===== config.mk =====
export PLATFORM = sky130hd
export DESIGN_NAME = pipeline_hazard_ctrl
export DESIGN_NICKNAME = d
export VERILOG_FILES = /design/src/rtl/pipeline_hazard_ctrl.sv
export SDC_FILE = /design/constraint.sdc
export NUM_CORES = 1
export LEC_CHECK = 0
export ABC_AREA = 1
export CAP_MARGIN = 20
export CORE_ASPECT_RATIO = 1.2
export CORE_MARGIN = 3
export CORE_UTILIZATION = 40
export CTS_CLUSTER_SIZE = 8
export DETAILED_ROUTE_END_ITERATION = 10
export PLACE_DENSITY_LB_ADDON = 0.05
export SETUP_SLACK_MARGIN = 0.1
export SLEW_MARGIN = 20
export SYNTH_ARGS = -nofsm -noshare
export SYNTH_HDL_FRONTEND = slang
export SYNTH_SLANG_ARGS = --single-unit

===== constraint.sdc =====
create_clock -name clk -period 2.35 [get_ports clk]
set_clock_uncertainty 0.1 [all_clocks]
set_input_delay 0.47 -clock clk [delete_from_list [all_inputs] [get_ports clk]]
set_output_delay 0.47 -clock clk [all_outputs]
set_load 0.05 [all_outputs]

===== src/rtl/pipeline_hazard_ctrl.sv =====
// Hazard and sequencing controller for a 5-stage F/D/E/M/W pipeline.
// It tracks in-flight E/M/W destination and control state and derives stall, flush and forwarding controls.
module pipeline_hazard_ctrl #(
  parameter int REG_W = 4,
  parameter int CNT_W = 16
) (
  input  logic             clk,
  input  logic             reset,
  input  logic [REG_W-1:0] RA1D,
  input  logic [REG_W-1:0] RA2D,
  input  logic [REG_W-1:0] WA3D,
  input  logic             RegWriteD,
  input  logic             MemtoRegD,
  input  logic             PCSrcD,
  input  logic             BranchTakenE,
  input  logic             MemBusyM,
  input  logic             cnt_clr,
  output logic             StallF,
  output logic             StallD,
  output logic             StallE,
  output logic             StallM,
  output logic             FlushD,
  output logic             FlushE,
  output logic             FlushW,
  output logic [1:0]       ForwardAE,
  output logic [1:0]       ForwardBE,
  output logic [CNT_W-1:0] stall_cnt,
  output logic [CNT_W-1:0] flush_cnt
);

  localparam logic [REG_W-1:0] PC_IDX = {REG_W{1'b1}};

  logic [REG_W-1:0] ra1_e, ra2_e, wa3_e;
  logic             reg_write_e, mem_to_reg_e, pc_src_e;
  logic [REG_W-1:0] wa3_m;
  logic             reg_write_m, pc_src_m;
  logic [REG_W-1:0] wa3_w;
  logic             reg_write_w, pc_src_w;

  logic ldr_stall;
  logic pc_wr_pend;

  assign ldr_stall  = mem_to_reg_e & reg_write_e & ((wa3_e == RA1D) | (wa3_e == RA2D));
  assign pc_wr_pend = PCSrcD | pc_src_e | pc_src_m;

  // A busy data memory freezes everything up to M and bubbles W; hazard terms
  // stay encoded in the frozen shadows and reappear once memory is ready.
  always_comb begin
    StallF = 1'b0;
    StallD = 1'b0;
    StallE = 1'b0;
    StallM = 1'b0;
    FlushD = 1'b0;
    FlushE = 1'b0;
    FlushW = 1'b0;
    if (MemBusyM) begin
      StallF = 1'b1;
      StallD = 1'b1;
      StallE = 1'b1;
      StallM = 1'b1;
      FlushW = 1'b1;
    end else begin
      StallF = ldr_stall | pc_wr_pend;
      StallD = ldr_stall;
      FlushD = pc_wr_pend | pc_src_w | BranchTakenE;
      FlushE = ldr_stall | BranchTakenE;
    end
  end

  // R15 reads come from the PC path, so they are never forwarded; M wins over W.
  always_comb begin
    ForwardAE = 2'b00;
    ForwardBE = 2'b00;
    if (ra1_e != PC_IDX) begin
      if (reg_write_m && (wa3_m == ra1_e))      ForwardAE = 2'b10;
      else if (reg_write_w && (wa3_w == ra1_e)) ForwardAE = 2'b01;
    end
    if (ra2_e != PC_IDX) begin
      if (reg_write_m && (wa3_m == ra2_e))      ForwardBE = 2'b10;
      else if (reg_write_w && (wa3_w == ra2_e)) ForwardBE = 2'b01;
    end
  end

  always_ff @(posedge clk or posedge reset) begin
    if (reset) begin
      ra1_e        <= '0;
      ra2_e        <= '0;
      wa3_e        <= '0;
      reg_write_e  <= 1'b0;
      mem_to_reg_e <= 1'b0;
      pc_src_e     <= 1'b0;
      wa3_m        <= '0;
      reg_write_m  <= 1'b0;
      pc_src_m     <= 1'b0;
      wa3_w        <= '0;
      reg_write_w  <= 1'b0;
      pc_src_w     <= 1'b0;
    end else begin
      if (!StallE) begin
        ra1_e        <= RA1D;
        ra2_e        <= RA2D;
        wa3_e        <= WA3D;
        reg_write_e  <= RegWriteD & ~FlushE;
        mem_to_reg_e <= MemtoRegD & ~FlushE;
        pc_src_e     <= PCSrcD & ~FlushE;
      end
      if (!StallM) begin
        wa3_m       <= wa3_e;
        reg_write_m <= reg_write_e;
        pc_src_m    <= pc_src_e;
      end
      wa3_w       <= wa3_m;
      reg_write_w <= reg_write_m & ~FlushW;
      pc_src_w    <= pc_src_m & ~FlushW;
    end
  end

  // Debug counters saturate rather than wrap so long stalls stay visible.
  always_ff @(posedge clk or posedge reset) begin
    if (reset) begin
      stall_cnt <= '0;
      flush_cnt <= '0;
    end else if (cnt_clr) begin
      stall_cnt <= '0;
      flush_cnt <= '0;
    end else begin
      if (StallF && (stall_cnt != {CNT_W{1'b1}}))
        stall_cnt <= stall_cnt + CNT_W'(1);
      if ((FlushD || FlushE) && (flush_cnt != {CNT_W{1'b1}}))
        flush_cnt <= flush_cnt + CNT_W'(1);
    end
  end

endmodule

Yosys cells after proc, flatten, opt, wreduce, memory -nomap -nowiden
Index checks and enable logic that the tools add are counted.
W data, S select, Z words.

storage, ports and cells
  output and inout port bits = 43
  word-level logic and storage cells = 66
  bits in registers = 59

operators by class
  bitwise logic cells = 16
  reductions and logical operators = 9
  multiplexer cells = 15
  add/subtract/negate cells = 2
  equality and inequality tests = 10

operator list
  kind                     count
  $mux W16                 4
  $add A16 B1 Y16 const B  2
  $ne A16 B16 Y1 const B   2
  $eq A4 B4 Y1             6
  $mux W2                  4
  $ne A4 B4 Y1 const B     2
  $and A1 B1 Y1            7
  $mux W1                  7
  $or A1 B1 Y1             7
  $logic_and A1 B1 Y1      6
  $reduce_bool A2 Y1       2
  $not A1 Y1               2
  $logic_or A1 B1 Y1       1

Logic depth before layout (Yosys ltp)
  word-level depth = 9
  gate-level depth with buffers = 14
  mapped depth without buffers = 13

Worst setup path after synthesis
OpenSTA, ideal clock, no wires.

  path type = reg-to-reg
  start point = reg stall_cnt[0]
  end point = reg stall_cnt[2]
  library setup time = 66 ps
  cell stages (with the launch flop) = 13
  path slack = 169 ps
  arrival time = 2016 ps
  buffers on the path = 1
  cells stage by stage = dfrtp_1 ha_1 nand2_2 nor3_4 nand2_1 nor2_1 nand4_1 nand2_2 nand2_4 inv_6 buf_8 nand2_1 nand2_1

on the way
  longest elaborated chain between the ends = 3
  elaborated cells between the ends (all ways) = 6

RTL lines
  item                                                      line      text
  start, declared                                           27        output logic [CNT_W-1:0] stall_cnt,
  start signal, assigned                                    128       stall_cnt <= stall_cnt + CNT_W'(1);
  $add A16 B1 Y16 / $ne A16 B16 Y1 (equally long branches)  128, 127
  $mux W16 / $logic_and A1 B1 Y1 (equally long branches)    127       if (StallF && (stall_cnt != {CNT_W{1'b1}}))
  $mux W16 / $reduce_bool A2 Y1 (equally long branches)     n/a

Parallel ways exist; a longest one is shown, timed or not. The select of a mux whose other input is x is not followed.
A chain may end at the register's enable or synchronous reset.

Worst setup path after layout
  start point = reg ra2_e[0]
  end point = out ForwardBE[1]

on the way
  longest elaborated chain between the ends = 4
  elaborated cells between the ends (all ways) = 5

RTL lines
  item                    line  text
  start, declared         33    logic [REG_W-1:0] ra1_e, ra2_e, wa3_e;
  start signal, assigned  87    ra2_e <= '0;
  start signal, assigned  101   ra2_e <= RA2D;
  $eq A4 B4 Y1            79    if (reg_write_m && (wa3_m == ra2_e)) ForwardBE = 2'b10;
  $logic_and A1 B1 Y1     79
  $mux W2                 79
  $mux W2 *               78    if (ra2_e != PC_IDX) begin
  end, declared           26    output logic [1:0] ForwardBE,

Every way passes the cells marked *; elsewhere a longest branch is shown, timed or not.

==> qor.yml <==
status: "completed"
combPwrFrac_pct: 17.1
synth.area.top_cells: "dfrtp_1, nand2_1, xor2_1"
endpoint_kind: "output port"
arrival_ns: 1.72
cts_max_level: 3
powerDensity_mw_per_mm2: 577
chipHeight_um: 108
dp_slack_ns: -0.0417
cts_tree: "yes"
grt_pass1_wl_mm: 14.5
wire_per_inst_um: 13.0
die_x_um: 90.8
viasPerCell: 4.88
dr.pass1.iters: 6
period_minus_slack_ns: 2.29
diodes: 0
hold_path_startpoint: "wa3_m[2]"
final_cell_count_no_fill: 662
regArea_mm2: 0.00148
async_reset_ff_share_pct: 100
pin_count: 63
syn2layout_area_growth_pct: 37.8
clk_path_buf_depth: 2
postRouteAntennaNets: 0
finalNetCount: 565
drtIter0Drc: 122
max-vdd-ir-drop_mv: 0.255
synth_edf_count: 0
timing.fmax_mhz: 436
r2r_start: "flush_cnt[0]"
p_int_mw: 2.00
switching_power_uw: 751
slew_headroom_pct: 66.0
dpl.cell_count: 640
die_area_mm2: 0.00979
hold_class: "flop to flop"
grt_max_degree: 60
clock_sinks: 59
fill_cells: 793
yosysWarnings: 0
dp_hpwl_mm: 6.22
multiInputGateArea_mm2: 0.00173
switching_share_pct: 27.3
dr_total_vias: 3230
p_leak_nw: 2.58
worstPathRequired_ns: 1.78
start_util_pct: 41.9
synth.distinct_cells: 32
layout_setup_ws_ns: 0.0586
slew_viol_final: 0
clkSlewWorstSetupHoldPaths_ns: 0.07
finalSetupViolations: 0
clkPwrFrac_pct: 41.6
post-route-period-util_pct: 97.5
synth_flop_cell: "dfrtp_1"
grt_antenna_before_repair: 0
yosys.area.top_type: "dfrtp_1"
rsz0062_at_grt: "true"
cts-root-buf: "clkbuf_8"
synthCells: 461
seqPwrFrac_pct: 41.3
yosysSeqAreaShare_pct: 42.8
synth_nets: 483
netlist.area_leader.share_pct: 42.8
drive_gt1_share_pct: 17.0
ys_ff_latch: 59
tightest_slew_ns: 0.509
numPortBuffers: 62
core_mm2: 0.00824
grt_pass1_vias: 3103
numCtsBuffers: 9
cp-startpoint: "ra2_e[0]"
drc: 0
syn_area_mm2: 0.00345
synthTopCellsByCount: "nand2_1, dfrtp_1, nor2_1, inv_1, nand3_1"
final_hold_viol_count: 0
globalRouteTotalUtil_pct: 18.5
crit_type: "flop to output port"
routabilityCongestion: 0.858
gr-total-overflow: 0
wl_mm: 8.61
startpoint_type: "flop"
synth_area_per_cell_um2: 7.49
fp-row-count: 36
drv_cap: 0
yosysMostFrequentCell: "nand2_1"
crit_fanout: 6
clk_latency_ns: 0.34
[registers in the layout (all words and copies together), names as in the netlist, 4 cells and up]
name       cells
ra1_e          4
ra2_e          4
stall_cnt     16
wa3_m          4
wa3_e          4
flush_cnt     16
wa3_w          4
[layout make-up]
class | instances | share of cell area, %
multi-input cells | 333 | 36.4
clock inverters | 5 | 2.10
flip-flops and latches | 59 | 31.2
clock buffers | 11 | 2.97
well taps | 114 | 3.00
inverters | 53 | 4.34
repair buffers | 87 | 20.0
[stage by stage]
stage	utilization (%)	hold slack, ns	setup TNS [ns]	instance area [um^2]	total power [mW]
2_1_floorplan	-	0.274	0	3450	1.40
3_3_place_gp	53.3	0.287	-0.144	4390	1.59
3_5_place_dp	53.3	0.296	-0.0810	4390	1.60
4_1_cts	56.6	0.327	0	4660	2.76
5_1_grt	57.7	0.385	-0.0247	4760	2.87
6_report	57.7	0.365	0	4760	2.75
[per-layer routing]
layer | share of wire (%) | vias up | GRT usage (%)
li1 | - | 1634 | -
met2 | 50 | 66 | 31.8
met4 | 2.1 | 0 | 7.87
met5 | 0 | - | 0
met3 | 3.9 | 14 | 3.43
met1 | 44 | 1516 | 22.9
[worst max-delay path, cell delays in order, from the launching register on]
cell and delay [ns]:
dfrtp_2 0.45, a221oi_2 0.27, nand2_1 0.09, nor3_2 0.24, and2_4 0.19, buf_12 0.13
[power groups by stage]
stage                     combinational (mW)  clock, mW  sequential (mW)
final                                  0.470       1.14             1.13
after global routing                   0.516       1.21             1.14
after CTS                              0.456       1.17             1.13
after detailed placement               0.450          0             1.15
after global placement                 0.445          0             1.15
after floorplan                        0.231          0             1.17
[timing repair]
| item | CTS | global route |
|---|---|---|
| setup endpoints to repair | 12 | 16 |
| pin swaps | 7 | 6 |
| hold buffers | 0 | 0 |
| buffers inserted | 2 | 4 |
| gates resized for setup | 21 | 23 |
[layout by cell type, fill, tap and decap left out, types with 3 or more instances in the layout]
| master | count |
|---|---|
| a21oi_1 | 4 |
| buf_12 | 13 |
| buf_4 | 23 |
| bufinv_16 | 3 |
| clkbuf_8 | 10 |
| clkdlybuf4s50_1 | 29 |
| dfrtp_1 | 54 |
| dfrtp_2 | 5 |
| dlygate4sd2_1 | 12 |
| dlymetal6s2s_1 | 10 |
| inv_1 | 38 |
| inv_2 | 13 |
| nand2_1 | 146 |
| nand2_2 | 5 |
| nand2_4 | 3 |
| nand3_1 | 34 |
| nand4_1 | 23 |
| nor2_1 | 41 |
| nor3_1 | 3 |
| o21ai_0 | 20 |
| o22ai_1 | 4 |
| xnor2_1 | 6 |
| xor2_1 | 24 |
[worst paths after layout]
| kind | end | slack, ns | cells past startpoint |
|---|---|---|---|
| min | wa3_w[2] | 0.36 | 0 |
| min in group asynchronous | flush_cnt[2] | 0.39 | 3 |
| max in group asynchronous | ra1_e[3] | 1.47 | 3 |
| max reg2reg | flush_cnt[12] | 0.27 | 9 |
| min reg2reg | wa3_w[2] | 0.36 | 0 |
| max | ForwardBE[1] | 0.06 | 5 |
[kinds of logic (layout without fill, tap and decap cells)]
| logic type | after synthesis | in the layout | synth area share [%] |
|---|---|---|---|
| AND/OR/NAND/NOR | 266 | 266 | 34.5 |
| flip-flops | 59 | 59 | 42.8 |
| XOR/XNOR | 30 | 30 | 7.61 |
| AO/OA/AOI/OAI | 35 | 35 | 5.65 |
| adder cells (fa/ha/maj) | 2 | 2 | 0.725 |
| buffers and inverters | 69 | 156 | 8.80 |
Note: power is estimated with default switching activity, not from simulation.
